**src/rtl/program_sequencer_pkg.sv**
```systemverilog
// Shared definitions for the SPI CPU fetch/sequence stage: opcode map,
// execute-strobe bit positions and the sequencer state encoding.
package program_sequencer_pkg;

    // Four-bit opcode map shared by the ROM image, the sequencer and the datapath
    localparam logic [3:0] OP_LDA  = 4'd0;
    localparam logic [3:0] OP_LDB  = 4'd1;
    localparam logic [3:0] OP_LDO  = 4'd2;
    localparam logic [3:0] OP_LDSA = 4'd3;
    localparam logic [3:0] OP_LDSB = 4'd4;
    localparam logic [3:0] OP_LSH  = 4'd5;
    localparam logic [3:0] OP_RSH  = 4'd6;
    localparam logic [3:0] OP_CLR  = 4'd7;
    localparam logic [3:0] OP_SNZA = 4'd8;
    localparam logic [3:0] OP_SNZS = 4'd9;

    // Bit positions inside the strobe vector; they equal the opcode value
    localparam int STB_LDA  = 0;
    localparam int STB_LDB  = 1;
    localparam int STB_LDO  = 2;
    localparam int STB_LDSA = 3;
    localparam int STB_LDSB = 4;
    localparam int STB_LSH  = 5;
    localparam int STB_RSH  = 6;
    localparam int STB_CLR  = 7;
    localparam int STB_W    = 8;

    // Sequencer state encoding
    typedef enum logic [1:0] {
        ST_IDLE = 2'd0,
        ST_FILL = 2'd1,
        ST_EXEC = 2'd2,
        ST_DONE = 2'd3
    } seq_state_t;

    // One-hot strobe for a datapath opcode; SNZ and NOP opcodes give no strobe
    function automatic logic [STB_W-1:0] op_strobe(input logic [3:0] op);
        logic [STB_W-1:0] v;
        v = {STB_W{1'b0}};
        if (op[3] == 1'b0) begin
            v[op[2:0]] = 1'b1;
        end else begin
            v = {STB_W{1'b0}};
        end
        return v;
    endfunction

endpackage

```
**src/rtl/program_sequencer_opcode_decoder.sv**
```systemverilog
// Combinational opcode decoder: turns the instruction register contents into
// one-hot datapath strobes plus the two skip-next qualifiers.
module opcode_decoder
    import program_sequencer_pkg::*;
(
    input  logic [3:0]       opcode,
    input  logic             en,
    output logic [STB_W-1:0] strobe,
    output logic             is_snz_a,
    output logic             is_snz_s
);

    // Decode the opcode; everything stays low when the instruction is not issued
    always_comb begin
        strobe   = {STB_W{1'b0}};
        is_snz_a = 1'b0;
        is_snz_s = 1'b0;
        if (en) begin
            case (opcode)
                OP_LDA, OP_LDB, OP_LDO, OP_LDSA,
                OP_LDSB, OP_LSH, OP_RSH, OP_CLR: strobe = op_strobe(opcode);
                OP_SNZA: is_snz_a = 1'b1;
                OP_SNZS: is_snz_s = 1'b1;
                default: strobe = {STB_W{1'b0}};
            endcase
        end else begin
            strobe   = {STB_W{1'b0}};
            is_snz_a = 1'b0;
            is_snz_s = 1'b0;
        end
    end

endmodule

```
**src/rtl/program_sequencer.sv**
```systemverilog
// Fetch/sequence stage of the SPI CPU. Presents the PC to a combinational
// ROM, latches the opcode into the IR, and issues one-hot execute strobes
// with SNZ skip-next, stall freeze, run/abort and end-of-program wrap/halt.
module program_sequencer
    import program_sequencer_pkg::*;
#(
    parameter int ADDR_WIDTH  = 8,
    parameter int PROG_LEN    = 32,
    parameter int HALT_AT_END = 0
) (
    input  logic                  clk,
    input  logic                  rst_n,
    input  logic                  run,
    input  logic                  stall,
    input  logic                  zeroA,
    input  logic                  zeroS,
    input  logic [3:0]            romData,
    output logic [ADDR_WIDTH-1:0] romAddr,
    output logic                  opValid,
    output logic                  ldA,
    output logic                  ldB,
    output logic                  ldO,
    output logic                  ldSA,
    output logic                  ldSB,
    output logic                  lsh,
    output logic                  rsh,
    output logic                  clr,
    output logic                  done
);

    localparam logic [ADDR_WIDTH-1:0] LAST_ADDR = ADDR_WIDTH'(PROG_LEN - 1);
    localparam logic [ADDR_WIDTH-1:0] ZERO_ADDR = {ADDR_WIDTH{1'b0}};
    localparam logic [ADDR_WIDTH-1:0] ONE_ADDR  = {{(ADDR_WIDTH-1){1'b0}}, 1'b1};
    localparam logic                  HALT_EN   = (HALT_AT_END != 0);

    seq_state_t              state_r;
    logic [ADDR_WIDTH-1:0]   pc_r;
    logic [3:0]              ir_r;
    logic                    squash_r;

    logic [ADDR_WIDTH-1:0]   pc_next_s;
    logic                    op_valid_s;
    logic [STB_W-1:0]        strobe_s;
    logic                    is_snz_a_s;
    logic                    is_snz_s_s;
    logic                    skip_cond_s;
    logic                    ir_is_last_s;

    // Next fetch address with wrap at the end of the program
    always_comb begin
        if (pc_r == LAST_ADDR) begin
            pc_next_s = ZERO_ADDR;
        end else begin
            pc_next_s = pc_r + ONE_ADDR;
        end
    end

    // Issue qualifier: only registered state and stall gate the strobes
    always_comb begin
        op_valid_s = (state_r == ST_EXEC) & ~stall & ~squash_r;
    end

    opcode_decoder u_decoder (
        .opcode   (ir_r),
        .en       (op_valid_s),
        .strobe   (strobe_s),
        .is_snz_a (is_snz_a_s),
        .is_snz_s (is_snz_s_s)
    );

    // Skip-next condition; the decoder is enabled only for an unsquashed
    // issue, so a squashed SNZ can never chain a second skip
    always_comb begin
        skip_cond_s = (is_snz_a_s & ~zeroA) | (is_snz_s_s & ~zeroS);
    end

    // In EXEC the PC points one past the IR, so PC==0 means the IR holds
    // the final program word (this also covers a one-word program)
    always_comb begin
        ir_is_last_s = HALT_EN & (pc_r == ZERO_ADDR);
    end

    // Sequencer FSM with PC, IR and squash registers
    always_ff @(posedge clk or negedge rst_n) begin
        if (!rst_n) begin
            state_r  <= ST_IDLE;
            pc_r     <= ZERO_ADDR;
            ir_r     <= OP_CLR;
            squash_r <= 1'b0;
        end else begin
            case (state_r)
                ST_IDLE: begin
                    pc_r     <= ZERO_ADDR;
                    squash_r <= 1'b0;
                    if (run) begin
                        state_r <= ST_FILL;
                    end else begin
                        state_r <= ST_IDLE;
                    end
                end
                ST_FILL: begin
                    if (!run) begin
                        state_r  <= ST_IDLE;
                        pc_r     <= ZERO_ADDR;
                        squash_r <= 1'b0;
                    end else begin
                        state_r  <= ST_EXEC;
                        ir_r     <= romData;
                        pc_r     <= pc_next_s;
                        squash_r <= 1'b0;
                    end
                end
                ST_EXEC: begin
                    if (!run) begin
                        state_r  <= ST_IDLE;
                        pc_r     <= ZERO_ADDR;
                        squash_r <= 1'b0;
                    end else if (stall) begin
                        state_r  <= ST_EXEC;
                        pc_r     <= pc_r;
                        ir_r     <= ir_r;
                        squash_r <= squash_r;
                    end else if (ir_is_last_s) begin
                        state_r  <= ST_DONE;
                        pc_r     <= ZERO_ADDR;
                        squash_r <= 1'b0;
                    end else begin
                        state_r  <= ST_EXEC;
                        ir_r     <= romData;
                        pc_r     <= pc_next_s;
                        squash_r <= skip_cond_s;
                    end
                end
                ST_DONE: begin
                    pc_r     <= ZERO_ADDR;
                    squash_r <= 1'b0;
                    if (!run) begin
                        state_r <= ST_IDLE;
                    end else begin
                        state_r <= ST_DONE;
                    end
                end
                default: begin
                    state_r  <= ST_IDLE;
                    pc_r     <= ZERO_ADDR;
                    ir_r     <= OP_CLR;
                    squash_r <= 1'b0;
                end
            endcase
        end
    end

    // Output mapping from registered state
    always_comb begin
        romAddr = pc_r;
        opValid = op_valid_s;
        ldA     = strobe_s[STB_LDA];
        ldB     = strobe_s[STB_LDB];
        ldO     = strobe_s[STB_LDO];
        ldSA    = strobe_s[STB_LDSA];
        ldSB    = strobe_s[STB_LDSB];
        lsh     = strobe_s[STB_LSH];
        rsh     = strobe_s[STB_RSH];
        clr     = strobe_s[STB_CLR];
        done    = (state_r == ST_DONE);
    end

endmodule

```
**config.mk**
```make
export PLATFORM = sky130hd
export DESIGN_NAME = program_sequencer
export DESIGN_NICKNAME = d
export VERILOG_FILES = /design/src/rtl/program_sequencer_pkg.sv /design/src/rtl/program_sequencer_opcode_decoder.sv /design/src/rtl/program_sequencer.sv
export SDC_FILE = /design/constraint.sdc
export NUM_CORES = 1
export LEC_CHECK = 0
export ABC_CLOCK_PERIOD_IN_PS = 3000
export CAP_MARGIN = 20
export CORE_MARGIN = 4
export CORE_UTILIZATION = 48
export DETAILED_ROUTE_END_ITERATION = 6
export GPL_TIMING_DRIVEN = 0
export MAX_ROUTING_LAYER = met4
export PLACE_DENSITY = 0.88
export SKIP_CTS_REPAIR_TIMING = 1
export SLEW_MARGIN = 5
export SYNTH_ARGS = -nofsm -noshare
export SYNTH_HDL_FRONTEND = slang
export SYNTH_SLANG_ARGS = --single-unit
```
**constraint.sdc**
```tcl
create_clock -name clk -period 3 [get_ports clk]
set_input_delay 0.75 -clock clk [delete_from_list [all_inputs] [get_ports clk]]
set_output_delay 0.75 -clock clk [all_outputs]
set_load 0.02 [all_outputs]
```
==> impl_metrics.toml <==
[sta]
tns_ns = 0
slew_headroom_pct = 55.8
slew_viol_final = 0
worstMarginPinSlew_ns = 0.662
timing.hold.ws_ns = 0.515
max_freq_mhz = 351
setup_ws_ns = 0.147
rsz0062_at_grt = "no"
timing.final.crit_period_ns = 2.85
final_hold_viol_count = 0
skew_ns = 0.0102
setup_viol = 0
post-route-period-util_pct = 95.1

[synth]
syn_inst = 95
ys_types = 29
syn_area_sq_um = 863
synth_edf_count = 0
synthArstFlopShare_pct = 100
yosys_register_bits = 15
yosysWarnings = 0
syn_area_per_cell_sq_um = 9.09
seq_area_frac_synth_pct = 43.9
ys.flop_type = "dfrtp_1"
synth.net_count = 110

[layout]
antenna_cells = 0
fin_cells = 151
fin_nets = 142
final_common_cell = "clkdlybuf4s50_1"
final_layout_size_suffix_gt1_share_pct = 15.9
final_cell_mix = "clkdlybuf4s50_1, nor2_1, nand2_1"
area_growth_pct = 39.0
fin_util_pct = 70.3

[floorplanning]
die_h_um = 50.4
rows = 15
die_area_sq_mm = 0.00254
start_util_pct = 50.5
io_pins = 28
die_w_um = 50.4
coreArea_sq_mm = 0.00171

[placed_design]
routabilityCongestion = 0.833
post-place-cells = 147
dp_hpwl_mm = 1.56
io_buffers = 27
preCtsSetupSlack_ns = -0.509

[detailed_routing]
dr.pass1.iters = 4
via_count = 818
vias_per_cell = 5.42
drc = 0
totalWireLength_mm = 2.07
drtIter0Drc = 24
wire_per_inst_um = 13.7
antenna_left = 0

[clock_tree]
cts-root-buf = "clkbuf_4"
worstSkewPairLatency_ns = 0.30
clock_path_buffers = 2
cts_buffers = 3
clkTransAtPathRegs_ns = 0.10
cts-htree-levels = 1
cts_tree = "built"
clkSinkCount = 15

[grt]
grt_pass1_wl_mm = 3.55
grt_overflow_total = 0
grt_antenna_before_repair = 0
grt_start_max_net_pins = 16
grt_pass1_vias = 787
grt_usage_pct = 19.0

[worst_hold_path]
min_path_type = "reg2reg"

[setup_path]
path_max_fanout = 4
crit_type = "reg2out"
cp.arrival_ns = 2.10
cp.required_ns = 2.25
cp_cell_sequence = "inv_1 > ha_1 > or3b_4 > or3_4 > nor2_1 > buf_4"
startpoint_type = "register"
cp-end-kind = "output port"
cp_slowest_cell = "dfrtp_1"
cpPeakStageDelay_ns = 0.42
path_buf_inv = 2
path_delay_family = "simple AND/OR/NAND/NOR gates"

[flow_run]
drv_cap = 0

[power]
vdd_drop_max_uv = 331
power.leakage_uw = 0.000621
powerDensity_mw_per_mm2 = 408

[run_status]
run_status = "complete, no violations"
[routing by layer]
metal | wire [um] | global-route usage (%) | part of all wire (%)
met1 | 850 | 21.5 | 41
met2 | 1080 | 32.6 | 52
met3 | 89 | 2.67 | 4.3
met4 | 51 | 9.42 | 2.5
met5 | 0 | - | 0
[cells in the mapped netlist (all sizes together), types with 3 or more instances]
| library cell | count | area, sq um |
|---|---|---|
| nor3 | 4 | 25.0 |
| nor2 | 14 | 52.6 |
| nand2 | 13 | 48.8 |
| ha | 5 | 62.6 |
| dfstp | 3 | 78.8 |
| inv | 3 | 11.3 |
| dfrtp | 12 | 300 |
| mux2 | 4 | 45.0 |
| o21ai | 10 | 50.1 |
[kinds of logic (layout without fill, tap and decap cells)]
logic type | after synthesis | in the layout | share of synthesized area (%)
buf+inv | 4 | 35 | 1.88
simple gates | 47 | 47 | 27.2
mux | 6 | 6 | 7.54
flops | 15 | 15 | 43.9
compound gates | 18 | 18 | 12.2
fa+ha+maj | 5 | 5 | 7.25
[flip-flops by register name, summed over array words and instances (netlist names)]
name and flops:
ir_r 4, romAddr 8, squash_r 1, state_r 2
[area by class of cell]
| type | count | area (sq um) |
|---|---|---|
| Clock buffer | 3 | 22.5 |
| Timing Repair Buffer | 27 | 275 |
| Sequential cell | 15 | 379 |
| Clock inverter | 1 | 5.00 |
| Multi-Input combinational cell | 76 | 470 |
| Fill cell | 137 | 508 |
| Inverter | 3 | 11.3 |
| Tap cell | 25 | 31.3 |
| Buffer | 1 | 5.00 |
[worst min-delay path: cells and delay by family, from the launching register on]
family | cells | cell delay [ns]
AND/OR/NAND/NOR | 1 | 0.05
flip-flops | 1 | 0.36
AO/OA/AOI/OAI | 1 | 0.07
[power breakdown]
part           switching [uW]  internal (uW)
combinational            44.7           53.0
clock                    73.0           49.9
sequential               33.1            235
[stage by stage]
stage	cell area (sq um)	power, uW
after floorplan	863	328
after global placement	1160	364
after detailed placement	1160	370
after CTS	1190	488
after global routing	1200	517
final	1200	489
[final timing paths]
path	from	end	slack [ns]	cells past startpoint
min reg2reg	squash_r	squash_r	0.51	2
min in group asynchronous	rst_n	state_r[1]	0.84	1
max reg2reg	state_r[0]	ir_r[3]	1.29	5
max in group asynchronous	rst_n	romAddr[6]	1.73	1
min	squash_r	squash_r	0.51	2
max	state_r[0]	ldSB	0.15	6
Note: power is estimated with default switching activity, not from simulation.
